===== src/rtl/tawas_rcn_lsu.sv =====
// Load/store unit between the Tawas pipeline and an RCN master buffer: tags requests with the thread,
// tracks per-thread pending reads/writes and stalls, and retires load data one cycle after m_rdone.
module tawas_rcn_lsu #(
    parameter int THREADS = 32,
    parameter int WR_MAX  = 6,
    localparam int TW     = $clog2(THREADS)
) (
    input  logic                clk,
    input  logic                rst,

    input  logic [TW-1:0]       req_thread,
    input  logic                req_cs,
    input  logic                req_wr,
    input  logic                req_xch,
    input  logic                req_signed,
    input  logic [23:0]         req_addr,
    input  logic [3:0]          req_mask,
    input  logic [2:0]          req_wbreg,
    input  logic [31:0]         req_wdata,

    output logic [THREADS-1:0]  thread_stall,
    output logic                load_en,
    output logic [TW-1:0]       load_thread,
    output logic [2:0]          load_reg,
    output logic [31:0]         load_data,
    output logic                err,

    output logic                m_cs,
    output logic                m_wr,
    output logic                m_xch,
    output logic [4:0]          m_seq,
    output logic [23:0]         m_addr,
    output logic [3:0]          m_mask,
    output logic [31:0]         m_wdata,

    input  logic                m_rdone,
    input  logic                m_wdone,
    input  logic [4:0]          m_rsp_seq,
    input  logic [3:0]          m_rsp_mask,
    input  logic [31:0]         m_rsp_data
);

    logic [THREADS-1:0]        rd_pend_q, rd_pend_d;
    logic [THREADS-1:0]        stall_q, stall_d;
    logic [THREADS-1:0][3:0]   wr_cnt_q, wr_cnt_d;
    logic [THREADS-1:0][2:0]   slot_reg_q, slot_reg_d;
    logic [THREADS-1:0][3:0]   slot_mask_q, slot_mask_d;
    logic [THREADS-1:0]        slot_sgn_q, slot_sgn_d;

    logic                      err_q;
    logic                      load_en_q;
    logic [TW-1:0]             load_thread_q;
    logic [2:0]                load_reg_q;
    logic [31:0]               load_data_q;

    logic                      accept;
    logic                      acc_rd;
    logic                      acc_st;
    logic                      seq_ok;
    logic [TW-1:0]             rsp_idx;
    logic                      rd_ok;
    logic                      wr_ok;
    logic                      err_d;
    logic [3:0]                rmask;
    logic                      rsgn;
    logic [31:0]               ext_data;

    // Lane information is taken from the slot captured at request time.
    logic                      unused_rsp_mask;
    assign unused_rsp_mask = ^m_rsp_mask;

    assign accept  = req_cs & ~stall_q[req_thread];
    assign acc_rd  = accept & (~req_wr | req_xch);
    assign acc_st  = accept & req_wr & ~req_xch;

    assign seq_ok  = ({1'b0, m_rsp_seq} < 6'(THREADS));
    assign rsp_idx = m_rsp_seq[TW-1:0];
    assign rd_ok   = m_rdone & seq_ok & rd_pend_q[rsp_idx];
    assign wr_ok   = m_wdone & seq_ok & (wr_cnt_q[rsp_idx] != 4'd0);
    assign err_d   = (req_cs & ~accept) | (m_rdone & ~rd_ok) | (m_wdone & ~wr_ok);

    assign m_cs    = accept;
    assign m_wr    = accept & req_wr;
    assign m_xch   = accept & req_wr & req_xch;
    assign m_seq   = accept ? 5'(req_thread) : 5'd0;
    assign m_addr  = accept ? req_addr  : 24'd0;
    assign m_mask  = accept ? req_mask  : 4'd0;
    assign m_wdata = accept ? req_wdata : 32'd0;

    assign rmask = slot_mask_q[rsp_idx];
    assign rsgn  = slot_sgn_q[rsp_idx];

    always_comb begin
        ext_data = m_rsp_data;
        case (rmask)
            4'b1111: ext_data = m_rsp_data;
            4'b1100: ext_data = {{16{rsgn & m_rsp_data[31]}}, m_rsp_data[31:16]};
            4'b0011: ext_data = {{16{rsgn & m_rsp_data[15]}}, m_rsp_data[15:0]};
            4'b1000: ext_data = {{24{rsgn & m_rsp_data[31]}}, m_rsp_data[31:24]};
            4'b0100: ext_data = {{24{rsgn & m_rsp_data[23]}}, m_rsp_data[23:16]};
            4'b0010: ext_data = {{24{rsgn & m_rsp_data[15]}}, m_rsp_data[15:8]};
            4'b0001: ext_data = {{24{rsgn & m_rsp_data[7]}},  m_rsp_data[7:0]};
            default: ext_data = m_rsp_data;
        endcase
    end

    always_comb begin
        rd_pend_d   = rd_pend_q;
        slot_reg_d  = slot_reg_q;
        slot_mask_d = slot_mask_q;
        slot_sgn_d  = slot_sgn_q;
        wr_cnt_d    = wr_cnt_q;
        stall_d     = stall_q;

        if (rd_ok) begin
            rd_pend_d[rsp_idx] = 1'b0;
        end
        if (acc_rd) begin
            rd_pend_d[req_thread]   = 1'b1;
            slot_reg_d[req_thread]  = req_wbreg;
            slot_mask_d[req_thread] = req_mask;
            slot_sgn_d[req_thread]  = req_signed;
        end

        // A store accept and a write completion on one thread cancel out.
        for (int t = 0; t < THREADS; t++) begin
            wr_cnt_d[t] = wr_cnt_q[t]
                        + 4'(acc_st && (req_thread == TW'(t)))
                        - 4'(wr_ok && (rsp_idx == TW'(t)));
            stall_d[t]  = rd_pend_d[t] | (wr_cnt_d[t] >= 4'(WR_MAX));
        end
    end

    always_ff @(posedge clk or posedge rst) begin
        if (rst) begin
            rd_pend_q     <= '0;
            stall_q       <= '0;
            wr_cnt_q      <= '0;
            slot_reg_q    <= '0;
            slot_mask_q   <= '0;
            slot_sgn_q    <= '0;
            err_q         <= 1'b0;
            load_en_q     <= 1'b0;
            load_thread_q <= '0;
            load_reg_q    <= 3'd0;
            load_data_q   <= 32'd0;
        end else begin
            rd_pend_q   <= rd_pend_d;
            stall_q     <= stall_d;
            wr_cnt_q    <= wr_cnt_d;
            slot_reg_q  <= slot_reg_d;
            slot_mask_q <= slot_mask_d;
            slot_sgn_q  <= slot_sgn_d;
            err_q       <= err_d;
            load_en_q   <= rd_ok;
            if (rd_ok) begin
                load_thread_q <= rsp_idx;
                load_reg_q    <= slot_reg_q[rsp_idx];
                load_data_q   <= ext_data;
            end
        end
    end

    assign thread_stall = stall_q;
    assign err          = err_q;
    assign load_en      = load_en_q;
    assign load_thread  = load_thread_q;
    assign load_reg     = load_reg_q;
    assign load_data    = load_data_q;

endmodule

===== config.mk =====
export PLATFORM = sky130hd
export DESIGN_NAME = tawas_rcn_lsu
export DESIGN_NICKNAME = d
export VERILOG_FILES = /design/src/rtl/tawas_rcn_lsu.sv
export SDC_FILE = /design/constraint.sdc
export NUM_CORES = 1
export LEC_CHECK = 0
export ABC_AREA = 1
export BUFFER_PORTS_ARGS = -buffer_cell sky130_fd_sc_hd__buf_2
export CAP_MARGIN = 20
export CORE_UTILIZATION = 55
export DETAILED_ROUTE_END_ITERATION = 10
export GPL_ROUTABILITY_DRIVEN = 0
export GPL_TIMING_DRIVEN = 1
export PLACE_DENSITY = 0.75
export SYNTH_ARGS = -nofsm -noshare
export SYNTH_HDL_FRONTEND = slang
export SYNTH_SLANG_ARGS = --single-unit

===== constraint.sdc =====
create_clock -name clk -period 24.8 [get_ports clk]
set_clock_uncertainty 0.2 [all_clocks]
set_input_delay 2.48 -clock clk [delete_from_list [all_inputs] [get_ports clk]]
set_output_delay 2.48 -clock clk [all_outputs]
set_load 0.05 [all_outputs]

==> impl_metrics.ini, run 1 <==
[outcome]
status = finished, final reports clean

[clocking]
post-cts-setup-buffers = 0
cts_tree = yes
cts_sinks = 490
cts-root-buf = clkbuf_16
cts_max_level = 2
clk_pin_slew_worst_paths_ps = 60
cts_resized = 0
numCtsBuffers = 53
insertion_delay_ps = 610
cts-hold-fix-buffers = 0
clock_path_buffers = 3

[setup_path]
max_stage_delay_ps = 750
reg2reg_depth = 17
crit_top_cell = buf_4
crit_required_ps = 25040
worstPathMaxFanout = 57
r2r-end = thread_stall[10]
r2r-start = thread_stall[8]
cp-startpoint = m_rsp_seq[0]
crit_end = thread_stall[22]
start_kind = input pin
path_cells = buf_2 > buf_4 > inv_2 > buf_4 > nor2_4 > buf_4 > buf_4 > a221oi_1 > a21oi_1 > nor2_1 > nand3_1 > nand3_2 > nor2_1 > ha_1 > inv_1 > ha_1 > inv_1 > fa_1 > xnor2_1 > a21oi_1 > nand3_1
worstSetupPathType = input pin to flip-flop
r2r_slack_ps = 20210
setup.worst_path.end_class = flip-flop
arrival_ps = 8460
cpMaxStageDelayCell = nand3_2

[power]
irDropWorstVdd_mv = 0.0698
power_leakage_nw = 17.3
power.density_nw_per_um2 = 108

[place]
dp_hpwl_um = 52900
placed_cells = 4306
dp_slack_ps = 16200
port_buffers = 254

[global_route]
grt_usage_pct = 31.2
grt_max_degree = 116
grt_pass1_wl_um = 122000
antenna_found_initial = 1
grt_pass1_vias = 22198
gr-total-overflow = 0

[synth]
ys_warn_count = 0
synth_top_area_share_pct = 44.7
syn_area_um2 = 27400
yosys-top-cells-area = dfrtp_1 (45%), nand2_1 (19%), ha_1 (5.8%)
yosys.cell_types.count = 43
synth_top_family_by_area = simple AND/OR/NAND/NOR gates
synth_top_cell_by_area = dfrtp_1
synthMuxAreaShare_pct = 0
syn-num-nets = 3767
synth_edf_count = 0
synthAdderAreaFrac_pct = 8.18
async_reset_ff_share_pct = 100
synth_cells = 3490
synth_most_common_cell = nand2_1
synth_xor_area_share_pct = 3.07
ys_seq_area_share_pct = 44.7
syn_area_per_cell_um2 = 7.85
synth_commonest_cells = nand2_1 (1,384), dfrtp_1 (490), inv_1 (400)
synth_compound_area_share_pct = 6.65
synth_seq_cells = 490
ys.flop_type = dfrtp_1
synth-simple-area-share_pct = 28.8

[floorplan]
die-area_um2 = 50700
die_h_um = 225
chipWidth_um = 225
coreArea_um2 = 49100
initial_core_util_pct = 55.9
rows = 81
pin_count = 259

[cells_and_area]
nFillCells = 4345
reg_top3 = slot_mask_q x128, wr_cnt_q x128, slot_reg_q x96
final_cells = 4399
antennaDiodeCount = 0
nets = 3974
drive_gt1_share_pct = 12.8
seq_area_um2 = 12300
area_growth_pct = 12.4
multiInputGateArea_um2 = 12800

[timing]
fin_crit_ps = 8220
hold_violations = 0
timing.slew.headroom_pct = 29.8
worst_slack_ps = 16580
setup_violations = 0
period_share_pct = 33.1
worst_pin_slew_ps = 1050
hold_ws_ps = 268
finalMaxSlewViolations = 0
timing.fmax_mhz = 122
timing.setup.tns_ps = 0
rsz0062_at_grt = no

[detailed_routing]
drtIter0Drc = 2277
vias_per_cell = 5.33
drc = 0
routed_wl_um = 78000
num_vias = 23462
wire_per_inst_um = 17.7
detail-route-antenna-nets = 0
dr.pass1.iters = 5

[min_path]
whs_path_depth = 2
min_path_type = flip-flop to flip-flop

[run]
maxCapViolCount = 0
-- worst min-delay path by stage --
stage	from	slack, ps	end
floorplan	slot_mask_q[100]	240	slot_mask_q[100]
global placement	slot_sgn_q[4]	250	slot_sgn_q[4]
detailed placement	slot_mask_q[6]	260	slot_mask_q[6]
CTS	slot_mask_q[97]	270	slot_mask_q[97]
global route	slot_reg_q[37]	280	slot_reg_q[37]
finish	slot_mask_q[95]	270	slot_mask_q[95]
-- stage by stage --
stage	cell area [um^2]	total power (W)	util, %
floorplan	27400	0.00218	-
global placement	29000	0.00247	59.2
detailed placement	29000	0.00251	59.2
CTS	30800	0.00333	62.8
global route	30800	0.00353	62.8
finish	30800	0.00332	62.8
-- worst max-delay path: cells and delay by family --
| family | cells | cell delay (ps) |
|---|---|---|
| AOI/OAI and AO/OA | 3 | 680 |
| xor gates and xnor gates | 1 | 160 |
| adders and majority gates | 3 | 820 |
| buffers and inverters | 8 | 2470 |
| and+or+nand+nor | 6 | 1760 |
-- area by class of cell --
type	count	share of cell area, %
sequential	490	39.8
clock buffer	80	5.16
inverter	443	5.42
timing repair buffer	277	4.69
multi-input combinational	2432	41.6
tap	664	2.70
clock inverter	13	0.577
-- layout by cell type (no fill, tap or decap), types with 8 or more instances in the layout --
| master | Yosys | layout |
|---|---|---|
| nand2_1 | 1384 | 1383 |
| dfrtp_1 | 490 | 490 |
| inv_1 | 400 | 399 |
| buf_2 | 45 | 254 |
| nor2_1 | 223 | 222 |
| nand3_1 | 140 | 139 |
| ha_1 | 128 | 128 |
| a21oi_1 | 97 | 97 |
| a22oi_1 | 76 | 76 |
| o21ai_0 | 76 | 76 |
| xnor2_1 | 60 | 60 |
| clkbuf_16 | 0 | 55 |
| xor2_1 | 36 | 36 |
| inv_2 | 35 | 35 |
| fa_1 | 32 | 32 |
| nor3_1 | 25 | 25 |
| nor2_8 | 24 | 24 |
| buf_4 | 19 | 23 |
| or2_2 | 22 | 22 |
| o21ai_1 | 16 | 16 |
| clkbuf_1 | 46 | 13 |
| clkbuf_8 | 0 | 12 |
| nor2_4 | 8 | 11 |
| nand2_2 | 9 | 10 |
| or2_1 | 10 | 10 |
| nor2_2 | 11 | 9 |
| o221ai_1 | 9 | 9 |
| o31ai_1 | 9 | 9 |
| o22ai_1 | 9 | 9 |
| clkinv_1 | 8 | 8 |
-- where the power goes --
| group | internal [W] | total (W) | leakage, nW | switching [W] |
|---|---|---|---|---|
| combinational | 0.000445 | 0.00129 | 10.3 | 0.000842 |
| clock | 0.000482 | 0.000811 | 0.870 | 0.000330 |
| sequential | 0.00106 | 0.00122 | 6.10 | 0.000164 |
-- logic make-up after synthesis --
| kind of cell | count (synthesis) |
|---|---|
| AND/OR/NAND/NOR | 1873 |
| buffers and inverters | 568 |
| flip-flops | 490 |
| AO/OA/AOI/OAI | 303 |
| adder cells (fa/ha/maj) | 160 |
| XOR/XNOR | 96 |
-- layer usage --
layer  global-route usage (%)  routed length, um  vias to the layer above
met4                     11.8               3000                        0
li1                         -                  -                    11207
met2                     50.7              35900                     1020
met1                     41.0              31500                    11055
met5                        0                  0                        -
met3                     6.58               7540                      180
Note: power is estimated with default switching activity, not from simulation.
==> inputs of run 2 (changes only) <==
Settings changed: ABC_AREA 1 to 0.
Clock period 24.8 ns to 8.3 ns, I/O delays scaled along.
==> run 2 against run 1 <==
- worst setup slack worse by 14000 ps
- routed wire length decreased by 10%
- cell area shrank 5.9%
- area after synthesis fell by 7.0%
- sequential power rose to 3.2 times the previous value
- final cell count fell by 34%
- sequential share of layout area rose by 2.5 points
- utilization up 0.78 points
- combinational power rose to 3.4 times the previous value
- first-iteration DRC count is 20% lower
- largest power group unchanged
==> impl_metrics.ini, run 2 <==
[synth]
synth-simple-area-share_pct = 9.34
syn_area_per_cell_um2 = 12.4
ys_seq_area_share_pct = 48.1
synth_cells = 2055
synth_seq_cells = 490
synth_compound_area_share_pct = 5.28
synthMuxAreaShare_pct = 20.5
syn_area_um2 = 25500
synth_commonest_cells = dfrtp_1 (490), mux2_2 (261), inv_1 (175)
async_reset_ff_share_pct = 100
synth_top_cell_by_area = dfrtp_1
synthAdderAreaFrac_pct = 8.79
syn-num-nets = 2332
yosys.cell_types.count = 64
synth_xor_area_share_pct = 3.40
yosys-top-cells-area = dfrtp_1 (48%), mux2_2 (12%), mux4_2 (7.8%)
synth_top_area_share_pct = 48.1
ys.flop_type = dfrtp_1
synth_most_common_cell = dfrtp_1
synth_top_family_by_area = multiplexers
synth_edf_count = 0
ys_warn_count = 0

[global_route]
gr-total-overflow = 0
grt_pass1_wl_um = 108000
antenna_found_initial = 8
grt_max_degree = 182
grt_pass1_vias = 18253
grt_usage_pct = 30.1

[detailed_routing]
num_vias = 17925
dr.pass1.iters = 5
drtIter0Drc = 1821
wire_per_inst_um = 24.0
routed_wl_um = 69900
detail-route-antenna-nets = 0
vias_per_cell = 6.16
drc = 0

[cells_and_area]
drive_gt1_share_pct = 32.5
final_cells = 2912
nets = 2549
stdcell_area_um2 = 29000
reg_top3 = slot_mask_q x128, wr_cnt_q x128, slot_reg_q x96
final_cell_mix = dfrtp_1 (490), mux2_2 (261), buf_2 (252)
area_growth_pct = 13.6
antennaDiodeCount = 0
final_common_cell = dfrtp_1

[setup_path]
reg2reg_depth = 16
worstPathMaxFanout = 66
cp-startpoint = req_thread[0]
start_kind = input pin
path_cells = buf_2 > mux4_2 > mux4_2 > mux2i_4 > buf_4 > and2_1 > nand2_1 > nor3_4 > nand2_1 > ha_1 > inv_1 > ha_1 > inv_1 > fa_1 > xnor2_1 > nand2_1 > nand4b_1
setup.worst_path.end_class = flip-flop
arrival_ps = 6180
crit_end = thread_stall[8]
cpMaxStageDelayCell = nor3_4
r2r-end = thread_stall[8]
max_stage_delay_ps = 830
r2r-start = thread_stall[26]
crit_required_ps = 8480
cp_top_family = simple AND/OR/NAND/NOR gates
r2r_slack_ps = 2690
crit_top_cell = nand2_1
cp_num_cells = 17
cp_num_buf_inv = 4
worstSetupPathType = input pin to flip-flop

[power]
power.density_nw_per_um2 = 364
irDropWorstVdd_mv = 0.315
p_total_w = 0.0105
power_leakage_nw = 14.5

[clocking]
cts_sinks = 490
cts_max_level = 2
insertion_delay_ps = 590
clk_pin_slew_worst_paths_ps = 60
numCtsBuffers = 50
cts_resized = 0
cts_tree = yes
clock_path_buffers = 3
cts-root-buf = clkbuf_16
post-cts-setup-buffers = 0
cts-hold-fix-buffers = 0

[min_path]
min_path_type = flip-flop to flip-flop

[timing]
timing.fmax_mhz = 167
fin_crit_ps = 6000
rsz0062_at_grt = no
timing.slew.headroom_pct = 27.9
period_share_pct = 72.3
setup_violations = 0
hold_ws_ps = 273
finalMaxSlewViolations = 0
worst_pin_slew_ps = 1070
hold_violations = 0
timing.setup.tns_ps = 0

[place]
placed_cells = 2818
place_area_um2 = 27200
port_buffers = 254
dp_hpwl_um = 49600

[floorplan]
rows = 78
die_h_um = 217
die-area_um2 = 47200
pin_count = 259
coreArea_um2 = 45600
initial_core_util_pct = 56.0
chipWidth_um = 217

[outcome]
status = finished, final reports clean

[run]
maxCapViolCount = 0
==> run 2: cell types whose count changed after synthesis, moves of 36 or more <==
cell / delta
mux2_2: +261
nand3_1: -97
nor2_1: -162
and3_1: +69
a22oi_1: -63
a21oi_1: -48
mux4_2: +88
nor4_1: +36
nand2_1: -1254
inv_1: -225
==> run 2: worst reg2reg max path, cell delays in order, from the launching register on <==
cell      delay (ps)
dfrtp_1          430
mux4_2           550
mux4_2           550
mux2i_4          150
buf_4            420
and2_1           500
nand2_1          220
nor3_4           830
nand2_1          150
ha_1             320
inv_1             60
ha_1             160
inv_1             60
fa_1             390
xnor2_1          160
nand2_1           80
nand4b_1         190
==> run 2: cell type report <==
| cell class | instances | area (um^2) |
|---|---|---|
| inverter | 176 | 664 |
| fill | 3352 | 16600 |
| timing repair buffer | 273 | 1480 |
| clock buffer | 80 | 1560 |
| multi-input combinational | 1281 | 12100 |
| tap | 600 | 751 |
| sequential | 490 | 12300 |
| clock inverter | 12 | 158 |
==> run 2: how the worst min path moves through the flow <==
stage	slack, ps	start	end	cells after the start
final	270	load_thread[4]	load_thread[4]	2
after global routing	290	load_thread[4]	load_thread[4]	2
after CTS	270	load_thread[4]	load_thread[4]	2
after detailed placement	260	load_thread[4]	load_thread[4]	2
after global placement	260	load_thread[4]	load_thread[4]	2
after floorplan	250	slot_mask_q[56]	slot_mask_q[56]	1
==> run 2: per-layer routing <==
metal  track usage [%]  vias to the layer above  part of all wire (%)
li1                  -                     7681                     -
met1              40.2                     9257                    40
met2              49.3                      807                    48
met4              12.7                        4                   4.5
met5                 0                        -                 0.041
met3              4.46                      176                   7.6
==> run 2: report_power, final <==
group	internal, W	switching (W)	leakage [nW]
sequential	0.00329	0.000586	6.24
combinational	0.00175	0.00258	7.38
clock	0.00138	0.000950	0.854
total	0.00642	0.00412	14.5
==> run 2: through the flow <==
stage	util (%)	setup WS [ps]
after floorplan	-	625
after global placement	59.7	1900
after detailed placement	59.7	1800
after CTS	63.5	2390
after global routing	63.6	2130
final	63.6	2300
==> run 2: cell families (layout without fill, tap and decap cells) <==
group	count (synthesis)	after routing
compound gates	200	200
xor+xnor	99	99
fa+ha+maj	160	160
buf+inv	284	541
flops	490	490
mux	380	380
simple gates	442	442
